===== config.mk =====
export PLATFORM = sky130hd
export DESIGN_NAME = uart_getch
export DESIGN_NICKNAME = d
export VERILOG_FILES = /design/src/rtl/uart_getch.sv
export SDC_FILE = /design/constraint.sdc
export NUM_CORES = 1
export LEC_CHECK = 0
export ABC_AREA = 1
export BUFFER_PORTS_ARGS = -buffer_cell sky130_fd_sc_hd__buf_2
export CAP_MARGIN = 20
export CORE_MARGIN = 5
export CORE_UTILIZATION = 57
export CTS_CLUSTER_SIZE = 16
export DETAILED_ROUTE_END_ITERATION = 10
export PLACE_DENSITY = 0.78
export SETUP_SLACK_MARGIN = 0.02
export SLEW_MARGIN = 20
export SYNTH_ARGS = -nofsm -noshare
export SYNTH_HDL_FRONTEND = slang
export SYNTH_SLANG_ARGS = --single-unit

===== constraint.sdc =====
create_clock -name clk -period 2 [get_ports clk]
set_input_delay 0.4 -clock clk [delete_from_list [all_inputs] [get_ports clk]]
set_output_delay 0.4 -clock clk [all_outputs]
set_load 0.02 [all_outputs]

===== src/rtl/uart_getch.sv =====
// Receive-side console block: polls the simulator UART input on a fixed interval
// and buffers received characters in a small FIFO drained by a one-cycle read handshake.
module uart_getch #(
    parameter int DEPTH         = 4,
    parameter int POLL_INTERVAL = 16
) (
    input  logic                     clk,
    input  logic                     rst,
    input  logic                     ren,
    output logic [7:0]               rdata,
    output logic                     rvalid,
    output logic                     empty,
    output logic [$clog2(DEPTH):0]   count,
    output logic                     overflow,
    output logic                     uart_in_valid,
    input  logic [7:0]               uart_in_ch
);

    localparam int AW = $clog2(DEPTH);
    localparam int CW = AW + 1;
    localparam int TW = (POLL_INTERVAL > 1) ? $clog2(POLL_INTERVAL) : 1;
    localparam logic [TW-1:0] TMR_RELOAD = TW'(POLL_INTERVAL - 1);
    localparam logic [7:0]    NO_CHAR    = 8'hFF;

    typedef enum logic [1:0] {
        ST_IDLE = 2'd0,
        ST_WAIT = 2'd1,
        ST_REQ  = 2'd2
    } state_t;

    state_t          state_r;
    state_t          state_nxt_s;
    logic [TW-1:0]   tmr_r;
    logic [AW-1:0]   wr_ptr_r;
    logic [AW-1:0]   rd_ptr_r;
    logic [CW-1:0]   count_r;
    logic [7:0]      mem_r [DEPTH];
    logic [7:0]      rdata_r;
    logic            rvalid_r;
    logic            overflow_r;

    logic            req_s;
    logic            empty_s;
    logic            full_s;
    logic            pop_s;
    logic            reply_ok_s;
    logic            push_s;
    logic            drop_s;

    assign empty_s    = (count_r == {CW{1'b0}});
    assign full_s     = (count_r == CW'(DEPTH));
    assign pop_s      = ren && !empty_s;
    assign reply_ok_s = req_s && (uart_in_ch != NO_CHAR);
    // A coincident pop frees the slot, so a push at full is legal then.
    assign push_s     = reply_ok_s && (!full_s || pop_s);
    assign drop_s     = reply_ok_s && full_s && !pop_s;

    // Poll FSM state register.
    always_ff @(posedge clk) begin
        if (rst) begin
            state_r <= ST_IDLE;
        end else begin
            state_r <= state_nxt_s;
        end
    end

    // Poll FSM next-state decision.
    always_comb begin
        state_nxt_s = state_r;
        case (state_r)
            ST_IDLE: begin
                if (tmr_r == {TW{1'b0}}) begin
                    if (full_s) begin
                        state_nxt_s = ST_WAIT;
                    end else begin
                        state_nxt_s = ST_REQ;
                    end
                end else begin
                    state_nxt_s = ST_IDLE;
                end
            end
            ST_WAIT: begin
                if (!full_s || pop_s) begin
                    state_nxt_s = ST_REQ;
                end else begin
                    state_nxt_s = ST_WAIT;
                end
            end
            ST_REQ:  state_nxt_s = ST_IDLE;
            default: state_nxt_s = ST_IDLE;
        endcase
    end

    // Poll FSM output decode.
    always_comb begin
        req_s = 1'b0;
        case (state_r)
            ST_REQ:  req_s = 1'b1;
            default: req_s = 1'b0;
        endcase
    end

    // Poll interval down-counter; frozen while parked in WAIT.
    always_ff @(posedge clk) begin
        if (rst) begin
            tmr_r <= TMR_RELOAD;
        end else if (req_s) begin
            tmr_r <= TMR_RELOAD;
        end else if ((state_r == ST_IDLE) && (tmr_r != {TW{1'b0}})) begin
            tmr_r <= tmr_r - TW'(1);
        end else begin
            tmr_r <= tmr_r;
        end
    end

    // FIFO storage; contents survive reset but are unreachable afterwards.
    always_ff @(posedge clk) begin
        if (push_s) begin
            mem_r[wr_ptr_r] <= uart_in_ch;
        end
    end

    // FIFO pointers and occupancy.
    always_ff @(posedge clk) begin
        if (rst) begin
            wr_ptr_r <= {AW{1'b0}};
            rd_ptr_r <= {AW{1'b0}};
            count_r  <= {CW{1'b0}};
        end else begin
            if (push_s) begin
                wr_ptr_r <= wr_ptr_r + AW'(1);
            end
            if (pop_s) begin
                rd_ptr_r <= rd_ptr_r + AW'(1);
            end
            case ({push_s, pop_s})
                2'b10:   count_r <= count_r + CW'(1);
                2'b01:   count_r <= count_r - CW'(1);
                default: count_r <= count_r;
            endcase
        end
    end

    // Read response register: head entry on a pop, NO_CHAR when empty.
    always_ff @(posedge clk) begin
        if (rst) begin
            rdata_r  <= 8'h00;
            rvalid_r <= 1'b0;
        end else if (ren) begin
            rdata_r  <= empty_s ? NO_CHAR : mem_r[rd_ptr_r];
            rvalid_r <= 1'b1;
        end else begin
            rdata_r  <= rdata_r;
            rvalid_r <= 1'b0;
        end
    end

    // Sticky drop flag.
    always_ff @(posedge clk) begin
        if (rst) begin
            overflow_r <= 1'b0;
        end else if (drop_s) begin
            overflow_r <= 1'b1;
        end else begin
            overflow_r <= overflow_r;
        end
    end

    assign rdata         = rdata_r;
    assign rvalid        = rvalid_r;
    assign empty         = empty_s;
    assign count         = count_r;
    assign overflow      = overflow_r;
    assign uart_in_valid = req_s;

endmodule


# --- Word-level counts from Yosys, hierarchy flattened ---
# Memories as Yosys holds them, arrays and structs flattened. A register that Yosys moved wholly into a read port is not among the register bits.
# Cells that the tools add are included.
classes:
  add_sub_neg: 5
  n_eq_ne: 6
  mux: 12
  reduce_logical: 16
op_table:
  columns: ["op", "count"]
  rows:
  - ["two-way mux 2 bit", 5]
  - ["two-way mux 8 bit", 1]
  - ["inequality test 8 bit, second input constant", 1]
  - ["logical AND 1 bit", 6]
  - ["case mux 3 bit (2 select lines)", 1]
  - ["adder 2 x 1 -> 2 bit, second input constant", 2]
  - ["== test 2 x 1 -> 1 bit, second input constant", 2]
  - ["== test 2 bit, second input constant", 2]
  - ["zero test 4 bit", 1]
  - ["two-way mux 1 bit", 4]
  - ["case mux 2 bit (2 select lines)", 1]
  - ["nonzero test 4 bit", 1]
  - ["subtractor 4 x 1 -> 4 bit, second input constant", 1]
  - ["adder 3 x 1 -> 3 bit, second input constant", 1]
  - ["== test 3 bit, second input constant", 1]
  - ["zero test 1 bit", 3]
  - ["zero test 3 bit", 1]
  - ["subtractor 3 x 1 -> 3 bit, second input constant", 1]
  - ["zero test 2 bit", 1]
  - ["nonzero test 2 bit", 1]
  - ["OR reduction 2 bit", 1]
  - ["logical OR 1 bit", 1]
word_totals:
  register_bits: 23
  ramBits: 32
  input_bits: 11
  output_inout_bits: 15
  word_cells: 48
  mem_count: 1
mem_list:
  columns: ["memory", "depth", "word_bits", "read_ports", "rd_clocked_by_memory_dff", "wr", "line_no", "rtl"]
  rows:
  - ["mem_r", 4, 8, 1, 1, 1, "37", "logic [7:0] mem_r [DEPTH];"]

# --- Logic depth before layout (Yosys ltp) ---
logic_depth:
  ltp_word: 7
  ltp_mapped: 12
  mapped_depth_nobuf: 12

# --- Worst setup path after synthesis ---
# No wires, ideal clock.
synth_timing:
  path_type: "reg2reg"
  start: "reg count_r[0] (netlist: count[0])"
  end: "mem mem_r[0][0], enable pin"
  setup_ns: 0.371
  arrival_time_ns: 1.302
  required_time_ns: 1.629
  slack_ns: 0.327
  stages_incl_launch_ff: 7
  path_buffers: 0
  synth_period_minus_slack_ns: 1.673
  cell_sequence: "dfxtp_1 > nor2_4 > nand2_2 > nor2_2 > inv_2 > nand3_4 > nor2_1"
synth_between:
  elab_chain_cells: 7
  elab_cells_between_ends: 9
  cone_classes: "eq/ne: 1; mux: 2; reduce/logical: 6"
synth_lines:
  columns: ["item", "line_no", "rtl"]
  rows:
  - ["start, declared", "36", "logic [CW-1:0] count_r;"]
  - ["start signal, assigned", "128", "count_r <= {CW{1'b0}};"]
  - ["start signal, assigned", "137", "2'b10: count_r <= count_r + CW'(1);"]
  - ["start signal, assigned", "138", "2'b01: count_r <= count_r - CW'(1);"]
  - ["zero test 3 bit", "50", "assign empty_s = (count_r == {CW{1'b0}});"]
  - ["zero test 1 bit", "52", "assign pop_s = ren && !empty_s;"]
  - ["logical AND 1 bit", "52", null]
  - ["logical OR 1 bit *", "55", "assign push_s = reply_ok_s && (!full_s || pop_s);"]
  - ["logical AND 1 bit *", "55", null]
  - ["two-way mux 1 bit *", "118", "if (push_s) begin"]
  - ["two-way mux 1 bit (not written as such) *", "119", "mem_r[wr_ptr_r] <= uart_in_ch;"]
  - ["end, declared", "37", null]
# Every way passes the cells marked *; elsewhere a longest branch is shown, timed or not.

# --- Final worst setup path ---
layout_timing:
  start: "reg count_r[0] (netlist: count[0])"
  end: "reg count_r[2] (netlist: count[2])"
layout_between:
  elab_chain_cells: 7
  elab_cells_between_ends: 13
  cone_classes: "add/sub: 2; eq/ne: 3; mux: 1; reduce/logical: 7"
layout_lines:
  columns: ["item", "line_no", "rtl"]
  rows:
  - ["zero test 3 bit", "50", null]
  - ["zero test 1 bit", "52", null]
  - ["logical AND 1 bit", "52", null]
  - ["logical OR 1 bit", "55", null]
  - ["logical AND 1 bit", "55", null]
  - ["== test 2 x 1 -> 1 bit / == test 2 bit (equally long branches)", "136", "case ({push_s, pop_s})"]
  - ["case mux 3 bit (2 select lines) / nonzero test 2 bit (equally long branches)", null, null]
# Several ways; a longest one is shown, not always the timed one.
# A chain may end at the register's enable or synchronous reset.

==> impl_metrics.yaml <==
run_status:
  status: "completed"
floorplanning:
  initial_utilization_pct: 58.8
  die_w_um: 74.5
  rows: 23
  coreArea_um2: 4030
  die_area_um2: 5540
  io_pins: 26
  die_height_um: 74.5
worst_setup_path:
  worstPathCellList: "nor2_4 > nand2_2 > nand2_2 > inv_4 > nand2_2 > inv_1 > fa_1 > inv_1 > nand2_1 > a21oi_1 > nor2_1"
  crit_fanout: 13
  timing.reg2reg.setup_slack_ps: 270
  timing.rr.end: "count[2]"
  endpoint: "count[2]"
  rr_startpoint: "count[0]"
  max_stage_delay_ps: 370
  arrival_ps: 1960
  critPathRequiredTime_ps: 2230
  crit_path_start: "count[0]"
  reg2reg_depth: 11
  critical_path_class: "reg -> reg"
  cpMaxStageDelayCell: "fa_1"
  end_kind: "flop"
  crit_path_frequent_cell: "nand2_2"
  cp-start-kind: "flop"
yosys:
  ys.warnings.count: 0
  synth_area_um2: 2370
  synth_ff_type: "edfxtp_1"
  synthCells: 218
  synth-edff-count: 32
  yosys.cell_count.top_type: "edfxtp_1"
  yosysSeqAreaShare_pct: 61.7
  ys_top_cells_by_area: "edfxtp_1 (41%), dfxtp_1 (21%), nor2_1 (4.8%), inv_1 (4.0%), o21ai_0 (3.8%)"
  synth_nets: 236
  synth_async_sr_flop_share_pct: 0
  avgSynthCellArea_um2: 10.9
  synth_top_area_cell: "edfxtp_1"
  yosysUniqueCellTypes: 30
  ys_ff_latch: 57
  ys_top_cells_by_count: "edfxtp_1 (32), nor2_1 (30), dfxtp_1 (25), inv_1 (25), nand2_1 (21)"
  synth_top_area_share_pct: 40.6
finish:
  drive_gt1_share_pct: 25.4
  fin_nets: 273
  register_area_um2: 1460
  post-route-util_pct: 68.3
  syn_to_final_growth_pct: 16.2
  stdcell_count: 310
  diodes: 0
  multi_input_area_um2: 749
  fill_cells: 325
sta:
  whs_ps: 295
  fmax_mhz: 577
  setup_tns_ps: 0
  slew_viol_final: 0
  finalCritPeriodShare_pct: 86.7
  tightest_slew_ps: 494
  rsz0062_at_grt: "no"
  finalSetupViolations: 0
  finalHoldViolCount: 0
  relSlewSlack_pct: 67.1
  fin_crit_ps: 1730
  finClkSkew_ps: 8.90
clock_tree:
  post-cts-setup-buffers: 0
  cts_tree: "yes"
  clk-insertion-delay-late_ps: 340
  cts_buffers: 9
  clk_pin_slew_ps: 60
  cts_hold_buffers: 0
  cts.sinks: 57
  cts-htree-levels: 3
  clockRootBuffer: "clkbuf_8"
  ctsLongestPathBuffers: 2
drt:
  drt_iter0_drc: 129
  avgRoutedWirePerCell_um: 14.9
  finalWirelength_mm: 4.61
  firstDrtPassIters: 4
  ant_nets: 0
  routed_via_density: 5.29
  via_count: 1640
  drcViolationCount: 0
power_and_ir_drop:
  power_density_nw_per_um2: 1020
  vdd.ir_drop.worst_mv: 0.415
  p_leak_nw: 1.11
  power_w: 0.00281
global_route:
  antenna_found_initial: 0
  grt_overflow: 0
  grt_pass1_wl_mm: 7.82
  first_global_vias: 1725
  grt_use_total_pct: 19.8
  grt_start_max_net_pins: 17
place:
  place_inst: 294
  dpl.hpwl_mm: 3.08
  portBuffers: 25
  place.gp.congestion: 0.738
job:
  cap_viol_max_count: 0
min_path:
  hold_class: "in -> reg"
## registers in the layout, indices dropped and copies added, names as in the netlist, named ones only
| name | flops |
|---|---|
| rdata | 8 |
| wr_ptr_r | 2 |
| count | 3 |
| mem_r | 32 |
| rd_ptr_r | 2 |
| tmr_r | 4 |
| state_r | 2 |
| rvalid | 1 |
| overflow | 1 |
## timing repair
item,CTS,global route
resized for setup,0,3
hold endpoints to repair,0,0
setup endpoints to repair,0,1
## metrics by stage
step | cell area [um^2] | setup WS [ps]
final | 2750 | 267
after detailed placement | 2560 | 155
after floorplan | 2370 | 327
after CTS | 2750 | 172
after global placement | 2560 | 187
after global routing | 2750 | 48.7
## final cells by class
class | count | share of cell area (%)
clock buffers | 14 | 6.64
clock inverters | 2 | 0.364
inverters | 30 | 4.18
multi-input cells | 126 | 27.2
flip-flops and latches | 57 | 53.1
well taps | 50 | 2.27
repair buffers | 31 | 6.18
## metal layers
layer | vias to the layer above | wire length [um] | track usage [%]
li1 | 822 | - | -
met1 | 771 | 2050 | 24.1
met2 | 36 | 2220 | 30.4
met3 | 11 | 240 | 7.57
met4 | 0 | 104 | 10.5
met5 | - | 0 | 0
## critical path, delay by kind of cell (launching register included)
family                   cells  cell delay [ps]
adder cells (fa/ha/maj)      1              370
flip-flops                   1              360
AO/OA/AOI/OAI                1              140
AND/OR/NAND/NOR              6              560
buffers and inverters        3              210
## layout by cell type (no fill, tap or decap), types with 2 or more instances in the layout
master    instances
edfxtp_1         32
nor3_1            2
nor2_4            2
clkbuf_8         13
o211ai_1          9
o221ai_2          3
inv_1            25
o221ai_1          5
nand2_1          21
nor2_1           30
nand3_1           6
o21ai_1           2
buf_4             6
buf_2            25
o21ai_0          18
nand2_2           5
clkinv_2          2
a21oi_1           7
inv_2             4
dfxtp_1          24
ha_1              6
nor2_2            2
## how the worst min path moves through the flow
| stage | start | endpoint | slack, ps | cells after the start |
|---|---|---|---|---|
| final | uart_in_ch[0] | mem_r[1][0] | 290 | 1 |
| after global routing | uart_in_ch[1] | mem_r[2][1] | 290 | 1 |
| after CTS | uart_in_ch[0] | mem_r[1][0] | 280 | 1 |
| after detailed placement | overflow | overflow | 460 | 1 |
| after global placement | overflow | overflow | 440 | 1 |
| after floorplan | rd_ptr_r[1] | flop | 440 | 2 |
## kinds of logic (layout without fill, tap and decap cells)
| kind of cell | Yosys count | count (layout) | share of synthesized area [%] |
|---|---|---|---|
| AOI/OAI and AO/OA | 47 | 47 | 13.3 |
| buffers and inverters | 35 | 77 | 6.66 |
| xor gates and xnor gates | 2 | 2 | 0.740 |
| DFF | 57 | 57 | 61.7 |
| and+or+nand+nor | 70 | 70 | 13.6 |
| adders and majority gates | 7 | 7 | 4.01 |
## report_power, final
group,internal (W),switching (W)
Sequential,0.00129,0.0000647
Clock,0.000581,0.000436
Combinational,0.000146,0.000290
(Power assumes the default switching activity.)
